File: src/rtl/disp_pkg.sv
// Shared types and constants for the multiplexed 7-segment scan controller.
package disp_pkg;

  typedef enum logic [1:0] {
    ST_IDLE  = 2'd0,
    ST_BLANK = 2'd1,
    ST_SHOW  = 2'd2
  } state_e;

  localparam logic [6:0] SEG_BLANK = 7'h7F;

  // Active-low {g,f,e,d,c,b,a} patterns, indexed by nibble value (entry 0 is rightmost).
  localparam logic [15:0][6:0] HEX_SEG = {
    7'h0E, 7'h06, 7'h21, 7'h46, 7'h03, 7'h08, 7'h10, 7'h00,
    7'h78, 7'h02, 7'h12, 7'h19, 7'h30, 7'h24, 7'h79, 7'h40
  };

endpackage

File: src/rtl/hex_to_seg7.sv
// Combinational hex nibble to active-low 7-segment decoder.
module hex_to_seg7
  import disp_pkg::*;
(
  input  logic [3:0] nib_i,
  output logic [6:0] seg_o
);

  assign seg_o = HEX_SEG[nib_i];

endmodule

File: src/rtl/disp_scan_ctrl.sv
// Multiplexed 7-segment scan controller with per-slot anode blanking,
// frame-synchronous value update and optional leading-zero suppression.
module disp_scan_ctrl
  import disp_pkg::*;
#(
  parameter int unsigned NUM_DIGITS   = 4,
  parameter int unsigned REFRESH_MAX  = 480000,
  parameter int unsigned BLANK_CYCLES = 16
) (
  input  logic                    clk,
  input  logic                    rst,
  input  logic                    enable,
  input  logic [4*NUM_DIGITS-1:0] value_in,
  input  logic                    value_valid,
  output logic                    value_ready,
  input  logic                    blank_zeros,
  output logic [NUM_DIGITS-1:0]   an,
  output logic [6:0]              seg,
  output logic                    dp,
  output logic                    frame_done
);

  localparam int unsigned CW = $clog2(REFRESH_MAX + 1);
  localparam int unsigned IW = $clog2(NUM_DIGITS);
  localparam int unsigned DW = 4 * NUM_DIGITS;

  state_e                state_q, state_d;
  logic [CW-1:0]         cnt_q, cnt_d;
  logic [IW-1:0]         idx_q, idx_d;
  logic [DW-1:0]         disp_q, pend_q;
  logic                  pend_valid_q;
  logic [NUM_DIGITS-1:0] an_q, an_d;
  logic [6:0]            seg_q, seg_d;
  logic                  frame_done_q;
  logic                  wrap;
  logic                  xfer;
  logic                  cap;
  logic [3:0]            nib;
  logic                  upper_nz;
  logic [6:0]            dec_seg;

  always_comb begin
    state_d = state_q;
    cnt_d   = cnt_q;
    idx_d   = idx_q;
    wrap    = 1'b0;
    if (!enable) begin
      state_d = ST_IDLE;
      cnt_d   = '0;
      idx_d   = '0;
    end else begin
      case (state_q)
        ST_IDLE: begin
          state_d = ST_BLANK;
          cnt_d   = '0;
          idx_d   = '0;
        end
        ST_BLANK: begin
          cnt_d = cnt_q + CW'(1);
          if (cnt_q == CW'(BLANK_CYCLES - 1)) state_d = ST_SHOW;
        end
        ST_SHOW: begin
          if (cnt_q == CW'(REFRESH_MAX)) begin
            state_d = ST_BLANK;
            cnt_d   = '0;
            if (idx_q == IW'(NUM_DIGITS - 1)) begin
              idx_d = '0;
              wrap  = 1'b1;
            end else begin
              idx_d = idx_q + IW'(1);
            end
          end else begin
            cnt_d = cnt_q + CW'(1);
          end
        end
        default: begin
          state_d = ST_IDLE;
          cnt_d   = '0;
          idx_d   = '0;
        end
      endcase
    end
  end

  assign xfer = pend_valid_q && ((state_q == ST_IDLE) || wrap);
  assign cap  = value_valid && !pend_valid_q;

  // Outputs are registered from next-state so an/seg line up with the state register.
  // disp_q is stable whenever the next state is SHOW, so it can be read directly.
  always_comb begin
    nib      = '0;
    upper_nz = 1'b0;
    for (int unsigned k = 0; k < NUM_DIGITS; k++) begin
      if (IW'(k) == idx_d) nib = disp_q[4*k +: 4];
      if ((k >= 32'(idx_d)) && (disp_q[4*k +: 4] != 4'h0)) upper_nz = 1'b1;
    end
  end

  hex_to_seg7 u_dec (
    .nib_i (nib),
    .seg_o (dec_seg)
  );

  always_comb begin
    an_d  = '1;
    seg_d = SEG_BLANK;
    if (state_d == ST_SHOW) begin
      an_d  = ~(NUM_DIGITS'(1) << idx_d);
      seg_d = (blank_zeros && (idx_d != '0) && !upper_nz) ? SEG_BLANK : dec_seg;
    end
  end

  always_ff @(posedge clk) begin
    if (!rst) begin
      state_q      <= ST_IDLE;
      cnt_q        <= '0;
      idx_q        <= '0;
      disp_q       <= '0;
      pend_q       <= '0;
      pend_valid_q <= 1'b0;
      an_q         <= '1;
      seg_q        <= SEG_BLANK;
      frame_done_q <= 1'b0;
    end else begin
      state_q      <= state_d;
      cnt_q        <= cnt_d;
      idx_q        <= idx_d;
      an_q         <= an_d;
      seg_q        <= seg_d;
      frame_done_q <= wrap;
      if (xfer) begin
        disp_q       <= pend_q;
        pend_valid_q <= 1'b0;
      end else if (cap) begin
        pend_q       <= value_in;
        pend_valid_q <= 1'b1;
      end
    end
  end

  assign an          = an_q;
  assign seg         = seg_q;
  assign dp          = 1'b1;
  assign frame_done  = frame_done_q;
  assign value_ready = !pend_valid_q;

endmodule

File: config.mk
export PLATFORM = sky130hd
export DESIGN_NAME = disp_scan_ctrl
export DESIGN_NICKNAME = d
export VERILOG_FILES = /design/src/rtl/disp_pkg.sv /design/src/rtl/hex_to_seg7.sv /design/src/rtl/disp_scan_ctrl.sv
export SDC_FILE = /design/constraint.sdc
export NUM_CORES = 1
export LEC_CHECK = 0
export CORE_MARGIN = 2
export CORE_UTILIZATION = 50
export CTS_CLUSTER_DIAMETER = 200
export DETAILED_ROUTE_END_ITERATION = 12
export PLACE_DENSITY_LB_ADDON = 0.15
export SYNTH_ARGS = -nofsm -noshare
export SYNTH_HDL_FRONTEND = slang
export SYNTH_SLANG_ARGS = --single-unit
File: constraint.sdc
create_clock -name clk -period 3.5 [get_ports clk]
set_clock_uncertainty 0.2 [all_clocks]
set_input_delay 0.525 -clock clk [delete_from_list [all_inputs] [get_ports clk]]
set_output_delay 0.525 -clock clk [all_outputs]
set_load 0.02 [all_outputs]
# Yosys cells after proc, flatten, opt, wreduce, memory -nomap -nowiden
# Memories as Yosys holds them, arrays and structs flattened. A register that Yosys moved wholly into a read port is not among the register bits.
# Cells that the tools add are included.
# classes
n_addsub	2
order_cmp	3
eq_ne	9
shifts	1
mux	22
n_bitwise	4
n_reduce_logical	22
# op_table
cell	count
19-bit one-hot mux with 2 select lines	1
19-bit by 1-bit adder with 19-bit output, second input constant	1
19-bit == test, second input constant	1
19-bit by 4-bit == test with 1-bit output, second input constant	1
19-bit two-way mux	1
4-bit two-way mux	4
4-bit nonzero test	4
2-bit two-way mux	6
1-bit two-way mux	8
1-bit logical AND	7
2-bit == test, second input constant	3
2-bit one-hot mux with 3 select lines	1
2-bit AND reduction	3
2-bit == test, first input constant	2
1-bit by 2-bit >= comparator with 1-bit output, first input constant	2
2-bit logical NOT	2
4-bit NOT	1
2-bit one-hot mux with 2 select lines	1
1-bit by 2-bit left shift with 4-bit output, first input constant	1
1-bit NOT	3
3-bit OR reduction	1
2-bit by 1-bit adder with 2-bit output, second input constant	1
1-bit by 2-bit == test with 1-bit output, first input constant	1
2-bit by 1-bit == test with 1-bit output, second input constant	1
other kinds (5)	6
# totals
register_bits	61
rom_bits	112
out_inout_bits	14
wordCells	72
n_memories	1
# memory_table
name	words	word_bits	rd	rd_clocked_by_memory_dff	write_ports	line	source
(no name shown)	16	7	1	1	0	hex_to_seg7.sv:9	assign seg_o = HEX_SEG[nib_i];

# Logic depth before layout (Yosys ltp)
# logic_depth
ltp_word	14
ltp_mapped	16
mapped_depth_nobuf	15

# By module
# Synthesis repeated with hierarchy kept, for this count alone.
# hier_totals
cells_unflattened	397
hier_area_um2	3325.7
# by_module_without_submodules
mod	instances	cells_per_inst	area_each_um2	seq_area_each_um2
disp_scan_ctrl	1	362	3055.4	1361.3
hex_to_seg7	1	35	270.3	0.0

# Worst setup path after synthesis
# No wires, ideal clock.
# synth_path
kind	register -> register
startpoint	register cnt_q[3]
endpoint	register seg_q[3], in the netlist seg[3]
t_arrival_ns	3.062
required_time_ns	3.164
setup_slack_ns	0.102
stages_incl_launch_ff	12
period_less_slack_ns	3.398
path_cell_list	dfxtp_1 > or2_1 > or4_4 > or4_1 > a41oi_2 > a22oi_1 > a31oi_1 > inv_1 > ha_1 > mux2_2 > mux2i_1 > nand2_1
# synth_via
elab_chain_len	13
elab_cells_between_ends	34
# synth_rtl
element	line	source
start, declared	disp_scan_ctrl.sv:28	logic [CW-1:0] cnt_q, cnt_d;
start signal, assigned	disp_scan_ctrl.sv:126	cnt_q <= cnt_d;
19-bit == test	disp_scan_ctrl.sv:63	if (cnt_q == CW'(REFRESH_MAX)) begin
2-bit two-way mux	disp_scan_ctrl.sv:63	
2-bit one-hot mux with 2 select lines	disp_scan_ctrl.sv:52	case (state_q)
2-bit two-way mux	disp_scan_ctrl.sv:47	if (!enable) begin
1-bit by 2-bit >= comparator with 1-bit output	disp_scan_ctrl.sv:95	if ((k >= 32'(idx_d)) && (disp_q[4*k +: 4] != 4'h0)) upper_nz = 1'b1;
1-bit logical AND	disp_scan_ctrl.sv:95	
1-bit two-way mux (4 in series)	disp_scan_ctrl.sv:95	
1-bit logical NOT	disp_scan_ctrl.sv:109	seg_d = (blank_zeros && (idx_d != '0) && !upper_nz) ? SEG_BLANK : dec_seg;
1-bit logical AND	disp_scan_ctrl.sv:109	
3-bit OR reduction (no source line)	--	
end, declared	disp_scan_ctrl.sv:33	logic [6:0] seg_q, seg_d;
# Several ways; a longest one is shown, not always the timed one.
# A chain may end at the register's enable or synchronous reset.

# Worst setup path in the final report
# layout_path
startpoint	register cnt_q[0]
endpoint	register seg_q[3], in the netlist seg[3]
# The elaborated chain is that of the path after synthesis.

==> metrics <==
Final Max Tran Viols=0; PortBufs=33; CORE AREA=6280 µm²; Max-Cap Viols=0; die width=84.0 µm; Reg-to-Reg End=seg[3]; final cell count without fillers=510; clock share of power=0.439; adder-cell share of the synthesized area=0.0508; largest area contributor in the netlist=dfxtp_1; worst skew pair latency=0.34 ns; pin count of the biggest net entering global routing=34; hold path start=cnt_q[0]; DP HPWL=4.89 mm; synthesized area=3200 µm²; crit end category=flip-flop; Synthesized Nets=413; Fill cells=534; EDFF count, synth=0; main area contributors after synthesis=dfxtp_1 (43%), nand2_1 (7.0%), mux2i_1 (5.9%); internal power=1.25 mW; reg2reg start=cnt_q[0]; fin crit period=3.33 ns; Overall Global Routing Usage=0.204; compound-cell area share of the yosys netlist=0.122; drt pass-1 iters=4; multi-input combinational cell area=1740 µm²; PD cells=407 nW/µm²; crit path kind=flip-flop to flip-flop; Post-Syn Instances=379; Detailed Route WL=6.82 mm; Via density=5.25; Setup crit start kind=flip-flop; worst min-delay path category=flip-flop to flip-flop; Seq pwr share=0.495; slew margin rel.=0.363; status=completed; Seq/Total Area, Yosys=0.425; ANT nets after route=0; YS warnings=0; Synth Area in XOR/XNOR=0.0465; vias in the first global route=2488; Nets=462; DR WL/cell=13.4 µm; R2R Setup Slk=0.17 ns; switching portion of total power=0.231; asr flop ratio synth=0; RD Place Congestion=0.886; Yosys top cell area share=0.425; Worst Hold End=cnt_q[0]; post-synthesis sequential element count=68; commonest non-fill, non-tap cell in the layout=dfxtp_1; Worst Hold Depth=1; vias=2677; Top Ports=35; clk buf depth=2; first-pass GRT wire length=11.8 mm; Root Buffer=clkbuf_8; Placed Cells=491; GR Overflow Total=0; mux contribution to synthesized area=0.0699; # clock sinks=68; DRC violations left=0; Cell Rows=29; Num CTS Buffers=9; sw power=0.374 mW; Leak Pwr=1.48 nW; largest vdd supply drop=253 µV; most frequent cells in the layout=dfxtp_1 (67), nand2_1 (60), nor2_1 (49); combinational family with the most area after synthesis=simple AND/OR/NAND/NOR gates; final hold viol count=0; layout cells sized above 1=0.127; Initial Util=0.510; drt initial violations=158; Top FF cell, synth=dfxtp_1; FF+latch area=1360 µm²; antenna diode count=0; Die Span Y=84.0 µm; Yosys cell types=55; CTS tree=yes; Least-Margin Pin Slew=0.954 ns; R2R cell count=13; Hold Slack=0.227 ns; CP max FO=5; htree depth=3; Simple-Gate Fraction of Synth Area=0.239; final setup vio count=0; Tcrit/Tclk final=0.950; Fmax achieved=0.301 GHz; CP required=3.54 ns; Die ar.=7060 µm²; Arr. time, crit path=3.37 ns; Area Growth Syn to Fin=24.5%; clock transition at the registers of the reported paths=0.08 ns; initial antenna violation count=0; Logic pwr share=0.067; Syn Area/Cell=8.45 µm²
==> routing by layer <==
| metal | global-route usage | vias to the layer above | wire length [µm] |
|---|---|---|---|
| met5 | 0 | - | 0 |
| met4 | 0.0660 | 0 | 78 |
| met3 | 0.0475 | 5 | 289 |
| met2 | 0.291 | 52 | 2850 |
| met1 | 0.302 | 1222 | 3600 |
| li1 | - | 1398 | - |
==> kinds of logic after synthesis <==
kind of cell / count (synthesis)
AND/OR/NAND/NOR: 166
flip-flops: 68
AO/OA/AOI/OAI: 57
buffers and inverters: 36
multiplexers: 21
XOR/XNOR: 17
adder cells (fa/ha/maj): 13
other: 1
==> metrics by stage <==
| step | util | setup slack [ns] | power, mW | setup TNS, ns | cell area, µm² |
|---|---|---|---|---|---|
| floorplan | - | 0.102 | 0.882 | 0 | 3200 |
| global placement | 0.588 | 0.248 | 0.924 | 0 | 3690 |
| detailed placement | 0.588 | 0.162 | 0.926 | 0 | 3690 |
| CTS | 0.624 | 0.151 | 1.64 | 0 | 3920 |
| global route | 0.635 | -0.00340 | 1.70 | -0.00340 | 3990 |
| finish | 0.635 | 0.173 | 1.62 | 0 | 3990 |
==> flip-flops by register name (all words and copies together) (netlist names) <==
register	count
pend_valid_q	1
disp_q	16
state_q	2
seg	7
pend_q	16
frame_done	1
idx_q	2
cnt_q	19
an	4
==> worst max-delay path: stages (launching register included) <==
cell,delay (ns)
dfxtp_2,0.33
inv_1,0.05
ha_1,0.16
nand4_1,0.11
or4_4,0.54
or4_4,0.51
a41oi_4,0.23
a22oi_2,0.07
a31oi_1,0.22
inv_1,0.12
ha_1,0.21
mux2_2,0.27
mux2i_1,0.14
nand2_1,0.07
==> power by group through the flow <==
stage	clock network (mW)	registers [mW]	logic [mW]
final	0.711	0.802	0.108
after global routing	0.772	0.804	0.120
after CTS	0.729	0.802	0.107
after detailed placement	0	0.820	0.106
after global placement	0	0.819	0.105
after floorplan	0	0.816	0.0664
==> layout make-up <==
cell class | count | area share
multi-input cells | 275 | 0.438
flip-flops and latches | 68 | 0.342
repair buffers | 53 | 0.121
clock buffers | 9 | 0.0311
clock inverters | 7 | 0.0248
well taps | 77 | 0.0242
inverters | 21 | 0.0198
==> worst max-delay path by stage <==
stage,start,endpoint,slack [ns]
floorplan,cnt_q[3],seg[3],0.10
global placement,cnt_q[0],seg[3],0.25
detailed placement,cnt_q[0],seg[3],0.16
CTS,cnt_q[0],seg[3],0.15
global route,cnt_q[0],seg[3],-0.003
finish,cnt_q[0],seg[3],0.17
==> synth_stat cells, types with 3 or more instances <==
master,n
nor4_1,6
mux2i_1,19
o221ai_1,5
nand2_1,60
o21ai_0,5
buf_2,3
xnor2_1,8
dfxtp_1,68
and2_1,4
inv_1,21
and3_1,5
clkbuf_1,10
ha_1,13
o21ai_1,3
a21oi_1,22
nand3_1,12
nand4_1,6
nor2_1,49
nor3_1,7
a31oi_1,3
xor2_1,9
==> timing repair <==
action / CTS / global route
resized for setup: 0 / 9
endpoints found under the setup margin: 0 / 6
hold buffers: 0 / 0
setup buffers: 0 / 3
(Power assumes the default switching activity.)
